==> config.mk <==
export PLATFORM = sky130hd
export DESIGN_NAME = alu_share_arbiter_flat
export DESIGN_NICKNAME = d
export VERILOG_FILES = /design/src/rtl/alu_share_arbiter_if.sv /design/src/rtl/alu_share_arbiter.sv /design/src/flat_wrapper.sv
export SDC_FILE = /design/constraint.sdc
export NUM_CORES = 1
export LEC_CHECK = 0
export CAP_MARGIN = 20
export CELL_PAD_IN_SITES_DETAIL_PLACEMENT = 1
export CELL_PAD_IN_SITES_GLOBAL_PLACEMENT = 1
export CORE_MARGIN = 3
export CORE_UTILIZATION = 27
export CTS_BUF_LIST = sky130_fd_sc_hd__clkbuf_8
export DETAILED_ROUTE_END_ITERATION = 10
export PLACE_DENSITY = 0.86
export SYNTH_ARGS = -nofsm -noshare
export SYNTH_HDL_FRONTEND = slang
export SYNTH_SLANG_ARGS = --single-unit
==> constraint.sdc <==
create_clock -name clk -period 1.45 [get_ports clk]
set_input_delay 0.145 -clock clk [delete_from_list [all_inputs] [get_ports clk]]
set_output_delay 0.145 -clock clk [all_outputs]
set_load 0.01 [all_outputs]
==> src/rtl/alu_share_arbiter_if.sv <==
// alu_share_arbiter_if: requester, response, ALU and status signals of the shared-ALU arbiter
interface alu_share_arbiter_if #(
    parameter int WIDTH = 32,
    parameter int OP_W  = 4
);
    logic             req0_valid, req1_valid;
    logic             req0_ready, req1_ready;
    logic [WIDTH-1:0] req0_a, req1_a;
    logic [WIDTH-1:0] req0_b, req1_b;
    logic [OP_W-1:0]  req0_op, req1_op;
    logic             rsp0_valid, rsp1_valid;
    logic             rsp0_ready, rsp1_ready;
    logic [WIDTH-1:0] rsp0_c, rsp1_c;
    logic             rsp0_eq, rsp1_eq;
    logic             rsp0_illegal, rsp1_illegal;
    logic [WIDTH-1:0] alu_a, alu_b;
    logic [OP_W-1:0]  alu_op;
    logic [WIDTH-1:0] alu_c;
    logic             alu_eq;
    logic             busy;
    logic             grant_id;

    modport slave (
        input  req0_valid, req1_valid, req0_a, req1_a, req0_b, req1_b, req0_op, req1_op,
        input  rsp0_ready, rsp1_ready, alu_c, alu_eq,
        output req0_ready, req1_ready, rsp0_valid, rsp1_valid, rsp0_c, rsp1_c,
        output rsp0_eq, rsp1_eq, rsp0_illegal, rsp1_illegal, alu_a, alu_b, alu_op,
        output busy, grant_id
    );

    modport master (
        output req0_valid, req1_valid, req0_a, req1_a, req0_b, req1_b, req0_op, req1_op,
        output rsp0_ready, rsp1_ready, alu_c, alu_eq,
        input  req0_ready, req1_ready, rsp0_valid, rsp1_valid, rsp0_c, rsp1_c,
        input  rsp0_eq, rsp1_eq, rsp0_illegal, rsp1_illegal, alu_a, alu_b, alu_op,
        input  busy, grant_id
    );
endinterface

==> src/rtl/alu_share_arbiter.sv <==
// alu_share_arbiter: round-robin sharing of one combinational ALU between two requesters
module alu_share_arbiter #(
    parameter int WIDTH = 32,
    parameter int OP_W  = 4
) (
    input logic clk,
    input logic reset_n,
    alu_share_arbiter_if.slave bus
);
    typedef enum logic [1:0] {IDLE, EXEC, RESP} state_t;

    state_t           state, state_n;
    logic             ptr, gid, ill, eq_q, win, accept, done;
    logic [WIDTH-1:0] a_q, b_q, c_q;
    logic [OP_W-1:0]  op_q, op_sel;

    // next state, arbitration and all combinational outputs
    always_comb begin
        win            = (bus.req0_valid && bus.req1_valid) ? ptr : bus.req1_valid;
        op_sel         = win ? bus.req1_op : bus.req0_op;
        accept         = (state == IDLE) && (bus.req0_valid || bus.req1_valid);
        done           = (state == RESP) && (gid ? bus.rsp1_ready : bus.rsp0_ready);
        state_n        = accept ? EXEC : (state == EXEC) ? RESP : done ? IDLE : state;
        bus.req0_ready = (state == IDLE) && bus.req0_valid && !win;
        bus.req1_ready = (state == IDLE) && bus.req1_valid && win;
        bus.rsp0_valid = (state == RESP) && !gid;
        bus.rsp1_valid = (state == RESP) && gid;
        bus.rsp0_c       = c_q;
        bus.rsp1_c       = c_q;
        bus.rsp0_eq      = eq_q;
        bus.rsp1_eq      = eq_q;
        bus.rsp0_illegal = ill;
        bus.rsp1_illegal = ill;
        bus.alu_a    = (state == EXEC) ? a_q : '0;
        bus.alu_b    = (state == EXEC) ? b_q : '0;
        bus.alu_op   = (state == EXEC) ? op_q : '0;
        bus.busy     = state != IDLE;
        bus.grant_id = gid;
    end

    // state register
    always_ff @(posedge clk) begin
        if (!reset_n)
            state <= IDLE;
        else
            state <= state_n;
    end

    // operand latch on accept, result capture in EXEC, pointer hand-off on response handshake
    always_ff @(posedge clk) begin
        if (!reset_n) begin
            a_q  <= '0;
            b_q  <= '0;
            op_q <= '0;
            gid  <= 1'b0;
            ill  <= 1'b0;
            c_q  <= '0;
            eq_q <= 1'b0;
            ptr  <= 1'b0;
        end else begin
            if (accept) begin
                a_q  <= win ? bus.req1_a : bus.req0_a;
                b_q  <= win ? bus.req1_b : bus.req0_b;
                op_q <= op_sel;
                gid  <= win;
                ill  <= op_sel > OP_W'(5);
            end
            if (state == EXEC) begin
                c_q  <= bus.alu_c;
                eq_q <= bus.alu_eq;
            end
            if (done)
                ptr <= ~gid;
        end
    end
endmodule

==> src/flat_wrapper.sv <==
// flat-port wrapper written by rule: the top's interface ports become plain ports
module alu_share_arbiter_flat 
#(
    parameter int WIDTH = 32,
    parameter int OP_W  = 4
)
  (clk, reset_n, bus_req0_valid, bus_req1_valid, bus_req0_a, bus_req1_a, bus_req0_b, bus_req1_b, bus_req0_op, bus_req1_op, bus_rsp0_ready, bus_rsp1_ready, bus_alu_c, bus_alu_eq, bus_req0_ready, bus_req1_ready, bus_rsp0_valid, bus_rsp1_valid, bus_rsp0_c, bus_rsp1_c, bus_rsp0_eq, bus_rsp1_eq, bus_rsp0_illegal, bus_rsp1_illegal, bus_alu_a, bus_alu_b, bus_alu_op, bus_busy, bus_grant_id);
  alu_share_arbiter_if #(.WIDTH(WIDTH), .OP_W(OP_W)) bus_i ();
  input logic clk;
  input logic reset_n;
  input wire logic [$bits(bus_i.req0_valid)-1:0] bus_req0_valid;
  input wire logic [$bits(bus_i.req1_valid)-1:0] bus_req1_valid;
  input wire logic [$bits(bus_i.req0_a)-1:0] bus_req0_a;
  input wire logic [$bits(bus_i.req1_a)-1:0] bus_req1_a;
  input wire logic [$bits(bus_i.req0_b)-1:0] bus_req0_b;
  input wire logic [$bits(bus_i.req1_b)-1:0] bus_req1_b;
  input wire logic [$bits(bus_i.req0_op)-1:0] bus_req0_op;
  input wire logic [$bits(bus_i.req1_op)-1:0] bus_req1_op;
  input wire logic [$bits(bus_i.rsp0_ready)-1:0] bus_rsp0_ready;
  input wire logic [$bits(bus_i.rsp1_ready)-1:0] bus_rsp1_ready;
  input wire logic [$bits(bus_i.alu_c)-1:0] bus_alu_c;
  input wire logic [$bits(bus_i.alu_eq)-1:0] bus_alu_eq;
  output wire logic [$bits(bus_i.req0_ready)-1:0] bus_req0_ready;
  output wire logic [$bits(bus_i.req1_ready)-1:0] bus_req1_ready;
  output wire logic [$bits(bus_i.rsp0_valid)-1:0] bus_rsp0_valid;
  output wire logic [$bits(bus_i.rsp1_valid)-1:0] bus_rsp1_valid;
  output wire logic [$bits(bus_i.rsp0_c)-1:0] bus_rsp0_c;
  output wire logic [$bits(bus_i.rsp1_c)-1:0] bus_rsp1_c;
  output wire logic [$bits(bus_i.rsp0_eq)-1:0] bus_rsp0_eq;
  output wire logic [$bits(bus_i.rsp1_eq)-1:0] bus_rsp1_eq;
  output wire logic [$bits(bus_i.rsp0_illegal)-1:0] bus_rsp0_illegal;
  output wire logic [$bits(bus_i.rsp1_illegal)-1:0] bus_rsp1_illegal;
  output wire logic [$bits(bus_i.alu_a)-1:0] bus_alu_a;
  output wire logic [$bits(bus_i.alu_b)-1:0] bus_alu_b;
  output wire logic [$bits(bus_i.alu_op)-1:0] bus_alu_op;
  output wire logic [$bits(bus_i.busy)-1:0] bus_busy;
  output wire logic [$bits(bus_i.grant_id)-1:0] bus_grant_id;
  assign bus_i.req0_valid = bus_req0_valid;
  assign bus_i.req1_valid = bus_req1_valid;
  assign bus_i.req0_a = bus_req0_a;
  assign bus_i.req1_a = bus_req1_a;
  assign bus_i.req0_b = bus_req0_b;
  assign bus_i.req1_b = bus_req1_b;
  assign bus_i.req0_op = bus_req0_op;
  assign bus_i.req1_op = bus_req1_op;
  assign bus_i.rsp0_ready = bus_rsp0_ready;
  assign bus_i.rsp1_ready = bus_rsp1_ready;
  assign bus_i.alu_c = bus_alu_c;
  assign bus_i.alu_eq = bus_alu_eq;
  assign bus_req0_ready = bus_i.req0_ready;
  assign bus_req1_ready = bus_i.req1_ready;
  assign bus_rsp0_valid = bus_i.rsp0_valid;
  assign bus_rsp1_valid = bus_i.rsp1_valid;
  assign bus_rsp0_c = bus_i.rsp0_c;
  assign bus_rsp1_c = bus_i.rsp1_c;
  assign bus_rsp0_eq = bus_i.rsp0_eq;
  assign bus_rsp1_eq = bus_i.rsp1_eq;
  assign bus_rsp0_illegal = bus_i.rsp0_illegal;
  assign bus_rsp1_illegal = bus_i.rsp1_illegal;
  assign bus_alu_a = bus_i.alu_a;
  assign bus_alu_b = bus_i.alu_b;
  assign bus_alu_op = bus_i.alu_op;
  assign bus_busy = bus_i.busy;
  assign bus_grant_id = bus_i.grant_id;
  alu_share_arbiter #(.WIDTH(WIDTH), .OP_W(OP_W)) u_core (.clk(clk), .reset_n(reset_n), .bus(bus_i));
endmodule
Yosys cells after proc, flatten, opt, wreduce, memory -nomap -nowiden
Cells that the tools add are included.
Word-level totals
  output and inout port bits: 142
  word-level logic and storage cells: 43
  bits in registers: 106
Operators by class
  equality and inequality tests: 2
  order comparisons: 1
  reduce and logical (&&, ||, !) cells: 17
  multiplexer cells: 11
  bitwise gates (word level): 2
Operators with widths (number)
  two-way mux 32 bit: 4
  logical AND 1 bit: 9
  two-way mux 4 bit: 2
  > comparator 4 x 3 -> 1 bit, second input constant: 1
  two-way mux 2 bit: 2
  nonzero test 2 bit: 2
  two-way mux 1 bit: 3
  nonzero test 3 bit: 1
  == test 2 x 1 -> 1 bit, second input constant: 1
  == test 2 bit, second input constant: 1
  logical NOT 1 bit: 2
  logical NOT 2 bit: 1
  NOT 1 bit: 2
  OR reduction 2 bit: 1
  logical OR 1 bit: 1

Logic depth before layout (Yosys ltp)
  depth after elaboration: 5
  gate-level depth with buffers: 6
  mapped depth without buffers: 4

Least setup slack after synthesis
OpenSTA, ideal clock, no wires.
  path kind: reg-to-output
  start point: register u_core.state[1]
  end point: output bus_alu_a[0]
  arrival: 1.058 ns
  data required time: 1.305 ns
  stages on the path, launching flop included: 5
  buffers on the path: 2
  path slack: 0.247 ns
  cells stage by stage: dfxtp_1 -> and2b_1 -> buf_4 -> clkbuf_1 -> and2_1
Between the ends
  word-level cells in the longest chain between the ends: 2
Ends and longest elaborated chain
  start: declaration: RTL line alu_share_arbiter.sv:12  | state_t state, state_n;
  start signal: assignment: RTL line alu_share_arbiter.sv:46  | state <= state_n;
  == test 2 x 1 -> 1 bit: RTL line alu_share_arbiter.sv:34  | bus.alu_a = (state == EXEC) ? a_q : '0;
  two-way mux 32 bit: RTL line alu_share_arbiter.sv:34
  end: declaration: RTL line flat_wrapper.sv:33  | output wire logic [$bits(bus_i.alu_a)-1:0] bus_alu_a;
No other way between the ends.

Worst setup path after layout
Ends and elaborated chain as after synthesis.

==> out/metrics.cfg <==
[route]
via_per_inst = 4.910
dr.pass1.iters = 4
drc_errors = 0
via_count = 5347
ant_nets = 0
drt-initial-drc-count = 144
drt-wirelength-per-cell_um = 23.78
finalWirelength_mm = 25.90

[floorplanning]
coreArea_um2 = 18150
row_count = 49
die_h_um = 142.8
initial_core_util_pct = 27.85
die_w_um = 142.8
dieArea_um2 = 20400
ios = 317

[grt]
grt_pass1_vias = 5417
grtUsageTotal_pct = 19.39
antenna_found_initial = 0
grt_pass1_wl_mm = 30.73
grt_max_degree = 38
grt_overflow = 0

[cells_and_area]
final_common_cell = clkdlybuf4s50_1
final_cell_mix = 173 x clkdlybuf4s50_1, 92 x dfxtp_1, 64 x mux2i_1, 62 x buf_6, 62 x dlygate4sd2_1
antenna_cells = 0
areaGrowthSynthToFinish_pct = 109.0
nets = 1031
drive_gt1_share_pct = 41.16
fin_util_pct = 58.23

[critical_path]
r2r_end = u_core.bus.rsp0_illegal
rr_startpoint = u_core.state[1]
cp_data_required_time_ns = 1.31
slowest_delay_ns = 0.33
cp-endpoint = bus_alu_a[0]
path_delay_family = buffers and inverters
path_max_fanout = 8
critPathKind = flip-flop to output pin
cp.arrival_ns = 1.61
r2r_slack_ns = -0.24
critical_path.startpoint_type = flip-flop
r2r_cells = 9
critPathCaptureType = output pin
cpMaxStageDelayCell = dfxtp_2
crit_buf_inv = 3
crit_start = u_core.state[1]
worstPathCellList = and2b_4, buf_8, buf_16, and2_1, buf_2
path_depth = 5

[place]
routabilityCongestion = 0.7272
hpwl_mm = 14.19
port-buffer-count = 316

[cts]
clk_path_buf_depth = 2
clk_pin_slew_ns = 0.11
cts-root-buf = clkbuf_8
cts.htree.levels = 3
cts_tree = built
cts_hold_buffers = 0
clock_latency_ns = 0.37
cts_buffers = 9
numClockSinks = 106

[run]
maxCapViolations = 0

[timing]
timing.slew.headroom_pct = 67.97
hold_viol = 0
fmax_ghz = 0.5701
drv_slew = 0
setup_viol = 176
worst_pin_slew_ns = 0.4790
fin_crit_ns = 1.754
fin_setup_tns_ns = -30.86
skew_ns = 0.01478
grt_setup_unrepaired = yes
fin_ws_ns = -0.3042
fin_crit_sh_pct = 121.0

[power]
seqPwrFrac_pct = 38.9
switching_power_uw = 2944
power_density_nw_per_um2 = 856.3
p_comb_share_pct = 40.4
swShare_pct = 32.53
p_int_uw = 6105
p_leak_uw = 0.004849
clkPwrFrac_pct = 20.7
vdd_drop_max_uv = 372.9

[synthesis]
avgSynthCellArea_um2 = 9.834
syn_area_um2 = 5055
synth-seq-area-share_pct = 41.98
syn_inst = 514
synth_warnings = 0
ys_seq_elements = 106
yosysUniqueCellTypes = 27
syn-num-nets = 689

[hold_path]
min_path_type = primary input to flip-flop

[run_status]
outcome = finished with violations
violations = setup timing

-- how the worst min path moves through the flow --
stage / startpoint / endpoint / slack (ns) / cells past startpoint
CTS: bus_alu_c[13] / u_core.bus.rsp0_c[13] / 0.27 / 3
detailed placement: u_core.b_q[28] / u_core.b_q[28] / 0.44 / 1
floorplan: bus_alu_c[10] / u_core.bus.rsp0_c[10] / 0.28 / 2
global placement: u_core.a_q[10] / u_core.a_q[10] / 0.44 / 1
global route: bus_alu_c[13] / u_core.bus.rsp0_c[13] / 0.30 / 3
finish: bus_alu_c[13] / u_core.bus.rsp0_c[13] / 0.30 / 3
-- stage by stage --
stage               cell area (um^2)  std cells  total power, uW  setup WS (ns)  hold WS (ns)
CTS                             8897       1057             7997        -0.3366        0.2732
global placement                8341       1015             5725        -0.3195        0.4365
finish                         10570       1089             9048        -0.3042        0.3005
detailed placement              8341       1015             5778        -0.4078        0.4388
global route                   10570       1089             9446        -0.3935        0.2991
floorplan                       5055        514             4502         0.2475        0.2799
-- routing by layer --
metal | wire [um] | global-route usage [%] | part of all wire, %
met1 | 9721 | 21.92 | 38
met2 | 13880 | 35.26 | 54
met3 | 1803 | 6.095 | 7.0
met4 | 489 | 5.003 | 1.9
met5 | 0 | 0 | 0
-- kinds of logic after synthesis --
logic type,after synthesis,share of synthesized area [%]
AND/OR/NAND/NOR,151,15.30
buffers and inverters,78,10.89
flip-flops,106,41.98
multiplexers,69,13.66
AO/OA/AOI/OAI,110,18.17
-- cell usage after synthesis --
master     instances  area [um^2]
nand2_2            1        6.260
a21boi_0          26        195.2
and2b_1            1        7.510
mux2i_1           69        690.7
o21ai_2            1        8.760
nor2b_1            3        18.77
a22o_1             1        8.760
and3_1             1        6.260
nor2_2             1        6.260
nand3_1            1        5.000
buf_4             45        337.8
o21a_4             1        15.01
nor2b_2            1        8.760
o2bb2ai_1         69        604.3
or2b_1             1        7.510
a32o_1             1        10.01
buf_6             11        123.9
buf_2              5        25.02
a211o_1            1        8.760
nor2_1             1        3.750
dfxtp_1          106         2122
a21boi_1           7        52.55
and2_1            71        444.2
a21oi_1            3        15.01
nand2_1           69        259.0
inv_1              2        7.510
clkbuf_1          15        56.30
-- power by group through the flow --
stage	Sequential, uW	Combinational [uW]	Clock (uW)
global placement	3460	2270	0
finish	3520	3650	1870
CTS	3410	2660	1920
detailed placement	3470	2310	0
floorplan	3440	1060	0
global route	3560	3830	2050
-- registers in the layout, indices dropped and copies added (netlist names) --
register                 count
u_core.a_q                  32
u_core.b_q                  32
u_core.bus.grant_id          1
u_core.bus.rsp0_c           32
u_core.bus.rsp0_eq           1
u_core.bus.rsp0_illegal      1
u_core.op_q                  4
u_core.ptr                   1
u_core.state                 2
-- worst register-to-register path: cells and delay by family (launching register included) --
kind            cells  cell delay (ns)
simple gates        2             0.21
compound gates      2             0.38
buf+inv             5             0.66
flops               1             0.33
-- layout make-up --
cell class                      instances  area [um^2]
Clock buffer                            9        123.9
Clock inverter                          6        61.31
Fill cell                            1824         7581
Inverter                                2        10.01
Multi-Input combinational cell        331         3461
Sequential cell                       106         2145
Tap cell                              229        286.5
Timing Repair Buffer                  406         4479
-- what timing repair did --
action / in CTS / in global routing
setup endpoints to repair: 149 / 185
pin swaps: 12 / 104
setup buffers: 16 / 14
gates cloned: 11 / 22
resized for setup: 454 / 244
Note: power is estimated with default switching activity, not from simulation.
